`config.mk`:
```
export PLATFORM = sky130hd
export DESIGN_NAME = mips_multicycle_ctrl
export DESIGN_NICKNAME = d
export VERILOG_FILES = /design/src/rtl/mips_ctrl_pkg.sv /design/src/rtl/mips_ctrl_decode.sv /design/src/rtl/mips_multicycle_ctrl.sv
export SDC_FILE = /design/constraint.sdc
export NUM_CORES = 1
export LEC_CHECK = 0
export ABC_AREA = 1
export BUFFER_PORTS_ARGS = -buffer_cell sky130_fd_sc_hd__buf_2
export CAP_MARGIN = 20
export CELL_PAD_IN_SITES_DETAIL_PLACEMENT = 1
export CELL_PAD_IN_SITES_GLOBAL_PLACEMENT = 1
export CORE_MARGIN = 5
export CORE_UTILIZATION = 34
export DETAILED_ROUTE_END_ITERATION = 8
export GPL_TIMING_DRIVEN = 0
export PLACE_DENSITY_LB_ADDON = 0.25
export SLEW_MARGIN = 10
export SYNTH_ARGS = -nofsm -noshare
export SYNTH_HDL_FRONTEND = slang
export SYNTH_SLANG_ARGS = --single-unit
```
`constraint.sdc`:
```
create_clock -name clk -period 2.1 [get_ports clk]
set_input_delay 0.42 -clock clk [delete_from_list [all_inputs] [get_ports clk]]
set_output_delay 0.42 -clock clk [all_outputs]
set_load 0.1 [all_outputs]
```
`src/rtl/mips_ctrl_pkg.sv`:
```
// Shared types for the multicycle MIPS main controller: FSM states, opcodes,
// datapath select encodings and the control output bundle.
package mips_ctrl_pkg;

    typedef enum logic [3:0] {
        S_FETCH    = 4'd0,
        S_DECODE   = 4'd1,
        S_MEM_ADDR = 4'd2,
        S_MEM_RD   = 4'd3,
        S_MEM_WB   = 4'd4,
        S_MEM_WR   = 4'd5,
        S_EXEC_R   = 4'd6,
        S_R_WB     = 4'd7,
        S_BRANCH   = 4'd8,
        S_JUMP     = 4'd9,
        S_ADDI_EX  = 4'd10,
        S_ADDI_WB  = 4'd11,
        S_TRAP     = 4'd12
    } state_t;

    localparam logic [5:0] OP_RTYPE = 6'b000000;
    localparam logic [5:0] OP_LW    = 6'b100011;
    localparam logic [5:0] OP_SW    = 6'b101011;
    localparam logic [5:0] OP_BEQ   = 6'b000100;
    localparam logic [5:0] OP_J     = 6'b000010;
    localparam logic [5:0] OP_ADDI  = 6'b001000;

    localparam logic [1:0] ALU_ADD   = 2'b00;
    localparam logic [1:0] ALU_SUB   = 2'b01;
    localparam logic [1:0] ALU_FUNCT = 2'b10;

    localparam logic [1:0] SRCB_B       = 2'b00;
    localparam logic [1:0] SRCB_FOUR    = 2'b01;
    localparam logic [1:0] SRCB_IMM     = 2'b10;
    localparam logic [1:0] SRCB_IMM_SH2 = 2'b11;

    localparam logic [1:0] PCSRC_ALU    = 2'b00;
    localparam logic [1:0] PCSRC_ALUOUT = 2'b01;
    localparam logic [1:0] PCSRC_JUMP   = 2'b10;

    typedef struct packed {
        logic       pc_write;
        logic       pc_write_cond;
        logic       ior_d;
        logic       mem_read;
        logic       mem_write;
        logic       ir_write;
        logic       mem_to_reg;
        logic       reg_dst;
        logic       reg_write;
        logic       alu_src_a;
        logic [1:0] alu_src_b;
        logic [1:0] alu_op;
        logic [1:0] pc_source;
        logic       trap;
    } ctrl_t;

endpackage

```
`src/rtl/mips_ctrl_decode.sv`:
```
// Combinational map from controller state (and memory handshake) to the
// datapath control bundle.
module mips_ctrl_decode
    import mips_ctrl_pkg::*;
(
    input  state_t state,
    input  logic   mem_ready,
    output ctrl_t  ctrl
);

    always_comb begin
        ctrl = '0;
        case (state)
            S_FETCH: begin
                ctrl.mem_read  = 1'b1;
                ctrl.alu_src_b = SRCB_FOUR;
                // The PC and IR only load once the fetch has actually completed.
                ctrl.ir_write  = mem_ready;
                ctrl.pc_write  = mem_ready;
            end
            S_DECODE: ctrl.alu_src_b = SRCB_IMM_SH2;
            S_MEM_ADDR: begin
                ctrl.alu_src_a = 1'b1;
                ctrl.alu_src_b = SRCB_IMM;
            end
            S_MEM_RD: begin
                ctrl.mem_read = 1'b1;
                ctrl.ior_d    = 1'b1;
            end
            S_MEM_WB: begin
                ctrl.reg_write  = 1'b1;
                ctrl.mem_to_reg = 1'b1;
            end
            S_MEM_WR: begin
                ctrl.mem_write = 1'b1;
                ctrl.ior_d     = 1'b1;
            end
            S_EXEC_R: begin
                ctrl.alu_src_a = 1'b1;
                ctrl.alu_op    = ALU_FUNCT;
            end
            S_R_WB: begin
                ctrl.reg_write = 1'b1;
                ctrl.reg_dst   = 1'b1;
            end
            S_BRANCH: begin
                ctrl.alu_src_a     = 1'b1;
                ctrl.alu_op        = ALU_SUB;
                ctrl.pc_write_cond = 1'b1;
                ctrl.pc_source     = PCSRC_ALUOUT;
            end
            S_JUMP: begin
                ctrl.pc_write  = 1'b1;
                ctrl.pc_source = PCSRC_JUMP;
            end
            S_ADDI_EX: begin
                ctrl.alu_src_a = 1'b1;
                ctrl.alu_src_b = SRCB_IMM;
            end
            S_ADDI_WB: ctrl.reg_write = 1'b1;
            S_TRAP:    ctrl.trap      = 1'b1;
            default:   ctrl           = '0;
        endcase
    end

endmodule

```
`src/rtl/mips_multicycle_ctrl.sv`:
```
// Multicycle MIPS main controller: state register, opcode dispatch, retired
// instruction counter and reset gating of every control output.
module mips_multicycle_ctrl
    import mips_ctrl_pkg::*;
#(
    parameter int OPC_W = 6
) (
    input  logic             clk,
    input  logic             rst_n,
    input  logic [OPC_W-1:0] Opcode,
    input  logic             zero,
    input  logic             mem_ready,
    output logic             PCWrite,
    output logic             PCWriteCond,
    output logic             IorD,
    output logic             MemRead,
    output logic             MemWrite,
    output logic             IRWrite,
    output logic             MemtoReg,
    output logic             RegDst,
    output logic             RegWrite,
    output logic             ALUSrcA,
    output logic [1:0]       ALUSrcB,
    output logic [1:0]       ALUOp,
    output logic [1:0]       PCSource,
    output logic             trap,
    output logic [31:0]      instr_retired
);

    state_t state;
    logic   is_store;
    logic   retire;
    ctrl_t  ctrl;
    ctrl_t  gated;
    logic   unused_zero;

    // The branch condition is applied in the datapath, never in the FSM.
    assign unused_zero = zero;

    mips_ctrl_decode u_decode (
        .state     (state),
        .mem_ready (mem_ready),
        .ctrl      (ctrl)
    );

    always_comb begin
        retire = 1'b0;
        case (state)
            S_MEM_WB, S_R_WB, S_BRANCH, S_JUMP, S_ADDI_WB: retire = 1'b1;
            S_MEM_WR: retire = mem_ready;
            default:  retire = 1'b0;
        endcase
    end

    // Opcode is only looked at in DECODE, so lw/sw is remembered for MEM_ADDR.
    always_ff @(posedge clk or negedge rst_n) begin
        if (!rst_n) begin
            state         <= S_FETCH;
            is_store      <= 1'b0;
            instr_retired <= '0;
        end else begin
            instr_retired <= instr_retired + {31'b0, retire};
            case (state)
                S_FETCH: if (mem_ready) state <= S_DECODE;
                S_DECODE: begin
                    is_store <= (Opcode == OP_SW);
                    case (Opcode)
                        OP_LW, OP_SW: state <= S_MEM_ADDR;
                        OP_RTYPE:     state <= S_EXEC_R;
                        OP_BEQ:       state <= S_BRANCH;
                        OP_J:         state <= S_JUMP;
                        OP_ADDI:      state <= S_ADDI_EX;
                        default:      state <= S_TRAP;
                    endcase
                end
                S_MEM_ADDR: state <= is_store ? S_MEM_WR : S_MEM_RD;
                S_MEM_RD:   if (mem_ready) state <= S_MEM_WB;
                S_MEM_WR:   if (mem_ready) state <= S_FETCH;
                S_EXEC_R:   state <= S_R_WB;
                S_ADDI_EX:  state <= S_ADDI_WB;
                S_TRAP:     state <= S_TRAP;
                default:    state <= S_FETCH;
            endcase
        end
    end

    // Strobes drop combinationally with rst_n so an aborted access cannot write.
    assign gated = rst_n ? ctrl : '0;

    assign PCWrite     = gated.pc_write;
    assign PCWriteCond = gated.pc_write_cond;
    assign IorD        = gated.ior_d;
    assign MemRead     = gated.mem_read;
    assign MemWrite    = gated.mem_write;
    assign IRWrite     = gated.ir_write;
    assign MemtoReg    = gated.mem_to_reg;
    assign RegDst      = gated.reg_dst;
    assign RegWrite    = gated.reg_write;
    assign ALUSrcA     = gated.alu_src_a;
    assign ALUSrcB     = gated.alu_src_b;
    assign ALUOp       = gated.alu_op;
    assign PCSource    = gated.pc_source;
    assign trap        = gated.trap;

endmodule

```
==> summary.md <==
| Metric | Value |
|---|---|
| Status | `finished, violations left` |
| Failing checks | `negative setup slack` |
| CP Cell Sequence | `nor2_4 -> inv_2 -> o21ai_2 -> nand3_2 -> o221ai_2 -> ha_2 -> ha_4 -> nand2_4 -> nor2_4 -> nand2_4 -> buf_4 -> buf_6 -> nor2_4 -> nand2_2 -> xnor2_1` |
| Crit path largest cell delay | `around 460 ps` |
| PwrDens | `roughly 1100 nW/um2` |
| Largest net degree at the start of global routing | `38` |
| Slowest CP cell | `dfrtp_2` |
| Clk buf depth | `2` |
| Switching share of power | `a little over half` |
| # IOs | `between 50 and 60` |
| Net Switching | `between 1500 and 2000 uW` |
| Design area | `around 3200 um2` |
| Headroom to the max-slew limit | `approximately two thirds` |
| Post-Route WL | `roughly 6.9 mm` |
| Yosys warns | `0` |
| Layout net count | `approximately 380` |
| Vias | `2159` |
| Ranking of synthesized cells by area | `dfrtp_1 (42%), nand2_1 (11%), nor2_1 (8.1%)` |
| Most common cell after layout, fill and taps aside | `nand2_1` |
| Total CTS buffers | `5` |
| Worst-margin pin slew | `between 500 and 600 ps` |
| Period utilization | `113.9%` |
| Chip height | `90.66 um` |
| CTS tree | `yes` |
| Worst hold path type | `in2async` |
| Die width | `a little over 90 um` |
| Peak supply drop | `roughly 0.95 mV` |
| Final setup violating endpoints | `26` |
| Post-DR wirelength/cell | `15.57 um` |
| Initial core utilization | `a little over a third` |
| Post-synth top area share | `between 40% and 50%` |
| CP max FO | `4` |
| Worst EP required | `around 2300 ps` |
| Core footprint | `roughly 6300 um2` |
| Synth cell types | `27` |
| Pins Over Slew Limit | `0` |
| DP HPWL | `4.714 mm` |
| RePlAce Congestion | `between 0.7 and 0.8` |
| Register area share after synthesis | `roughly two fifths` |
| Row count | `29` |
| RSZ-0062 raised after global routing | `yes` |
| Combinational power share | `between 50 and 60%` |
| Clk pin slew, worst setup/hold paths | `80 ps` |
| Mean Syn Cell Area | `roughly 7.9 um2` |
| Remaining DRCs | `0` |
| Worst path most repeated cell | `nor2_4` |
| Number of global-route vias before repair | `2253` |
| Mapped Area | `approximately 2200 um2` |
| # Max-Cap Violations | `0` |
| Fmax | `approximately 420 MHz` |
| Worst setup SP type | `flip-flop` |
| Clock share of power | `roughly 14%` |
| Clk_skew | `9.902 ps` |
| First-pass GRT wire length | `10.94 mm` |
| Leak | `approximately 0.0017 uW` |
| Pre-antenna DRT Iters | `4` |
| Final worst setup slack | `-292.2 ps` |
| GRT overflow | `0` |
| CTS root buffer | `clkbuf_8` |
| Reg power frac | `27.1%` |
| Most frequent cells in the layout | `nand2_1 (59), buf_2 (44), dfrtp_1 (34)` |
| Syn nets | `292` |
| CTS Sinks | `37` |
| FF+latch count, synth | `37` |
| Global Route Usage Sum | `about 16%` |
| Initial antenna violation count | `0` |
| Hold_ws | `~49 ps` |
| Crit end category | `flip-flop` |
| Synth area leader | `dfrtp_1` |
| Area of placed instances | `2664 um2` |
| Area Overhead vs Synth | `46.10%` |
| Final Hold Fails | `0` |
| DR iter-0 viols | `48` |
| Antenna diodes | `0` |
| Worst path arrival time | `about 2600 ps` |
| Share of cells above drive strength 1 | `between 40 and 50%` |
| WS Path Type | `reg2reg` |
| Die area | `8219 um2` |
| Routed Antenna Nets | `0` |
| H-tree levels | `2` |
| R2r worst-path depth | `15` |
| # port buffers | `57` |
| Internal power | `1626 uW` |
| Via-to-Cell Ratio | `4.863` |
| Syn Inst Count | `280` |
| Tmin final | `2392 ps` |
| Worst skew pair latency | `~290 ps` |
## cell families after synthesis
| family | synth area share (%) |
|---|---|
| adder cells (fa/ha/maj) | 1.131 |
| AND/OR/NAND/NOR | 36.03 |
| flip-flops | 41.86 |
| XOR/XNOR | 11.09 |
| AO/OA/AOI/OAI | 3.790 |
| buffers and inverters | 6.108 |
## flip-flops by register name (all words and copies together), names as in the netlist
signal	count
state	4
instr_retired	32
is_store	1
## metrics by stage
step	total power, uW	worst slack (ps)	TNS [ps]	instances	util (%)
detailed placement	2612	-794.5	-16660	414	41.95
floorplan	2322	-420.1	-3171	280	-
finish	3573	-292.2	-4683	444	50.90
CTS	3384	-240.6	-2170	437	47.94
global placement	2580	-782.6	-15030	414	41.95
global route	3731	-392.2	-7577	444	50.90
## timing repair
item                                   CTS  global route
endpoints found under the hold margin   37             0
pin swaps                               14            11
setup endpoints to repair               42            38
resized for setup                       49            39
hold buffers                             1             0
buffers inserted                        14             8
## cells in the mapped netlist
| library cell | n |
|---|---|
| nor4_4 | 1 |
| o22ai_1 | 1 |
| o221ai_1 | 2 |
| nor2_1 | 48 |
| xor2_1 | 18 |
| clkbuf_1 | 1 |
| nor3_1 | 7 |
| inv_1 | 30 |
| nand3b_1 | 3 |
| ha_1 | 2 |
| dfrtp_1 | 37 |
| nor4_1 | 1 |
| nand2_2 | 5 |
| o21ai_0 | 6 |
| xnor2_1 | 10 |
| nor2_4 | 6 |
| nand2_1 | 67 |
| nand3_1 | 12 |
| or2_4 | 1 |
| nand4_1 | 7 |
| nor3_4 | 1 |
| buf_4 | 2 |
| a21oi_1 | 6 |
| nand2_4 | 2 |
| nand3_2 | 2 |
| inv_2 | 1 |
| nor3_2 | 1 |
## cell type report
type | instances | area (um2)
Fill cell | 774 | 3118
Tap cell | 77 | 96.34
Inverter | 31 | 116.4
Multi-Input combinational cell | 209 | 1373
Sequential cell | 37 | 929.6
Buffer | 3 | 20.02
Clock inverter | 2 | 10.01
Timing Repair Buffer | 79 | 614.3
Clock buffer | 6 | 72.57
## worst max-delay path: cells and delay by family (launching register included)
family	cells	cell delay, ps
DFF	1	460
adders and majority gates	2	390
AOI/OAI and AO/OA	2	240
and+or+nand+nor	7	740
xor gates and xnor gates	1	130
buffers and inverters	3	340
## path summary, 6_finish.rpt
path / start / endpoint / slack, ps
setup / recovery: state[1] / instr_retired[30] / -290
hold / removal: rst_n / instr_retired[6] / 50
setup reg to reg: state[1] / instr_retired[30] / -290
hold reg to reg: instr_retired[31] / instr_retired[31] / 460
max in group asynchronous: rst_n / state[1] / 1830
min in group clk: mem_ready / state[1] / 410
## metal layers
metal,track usage (%),part of all wire [%]
met1,20.25,45
met2,26.57,50
met3,5.250,3.9
met4,4.715,1.1
met5,0,0
## power groups by stage
stage                     Sequential [uW]  Combinational (uW)  Clock (uW)
after global routing                  981                2210         539
after floorplan                      1390                 933           0
final                                 967                2110         492
after global placement                938                1640           0
after CTS                             946                1930         506
after detailed placement              944                1670           0
Note: power is estimated with default switching activity, not from simulation.
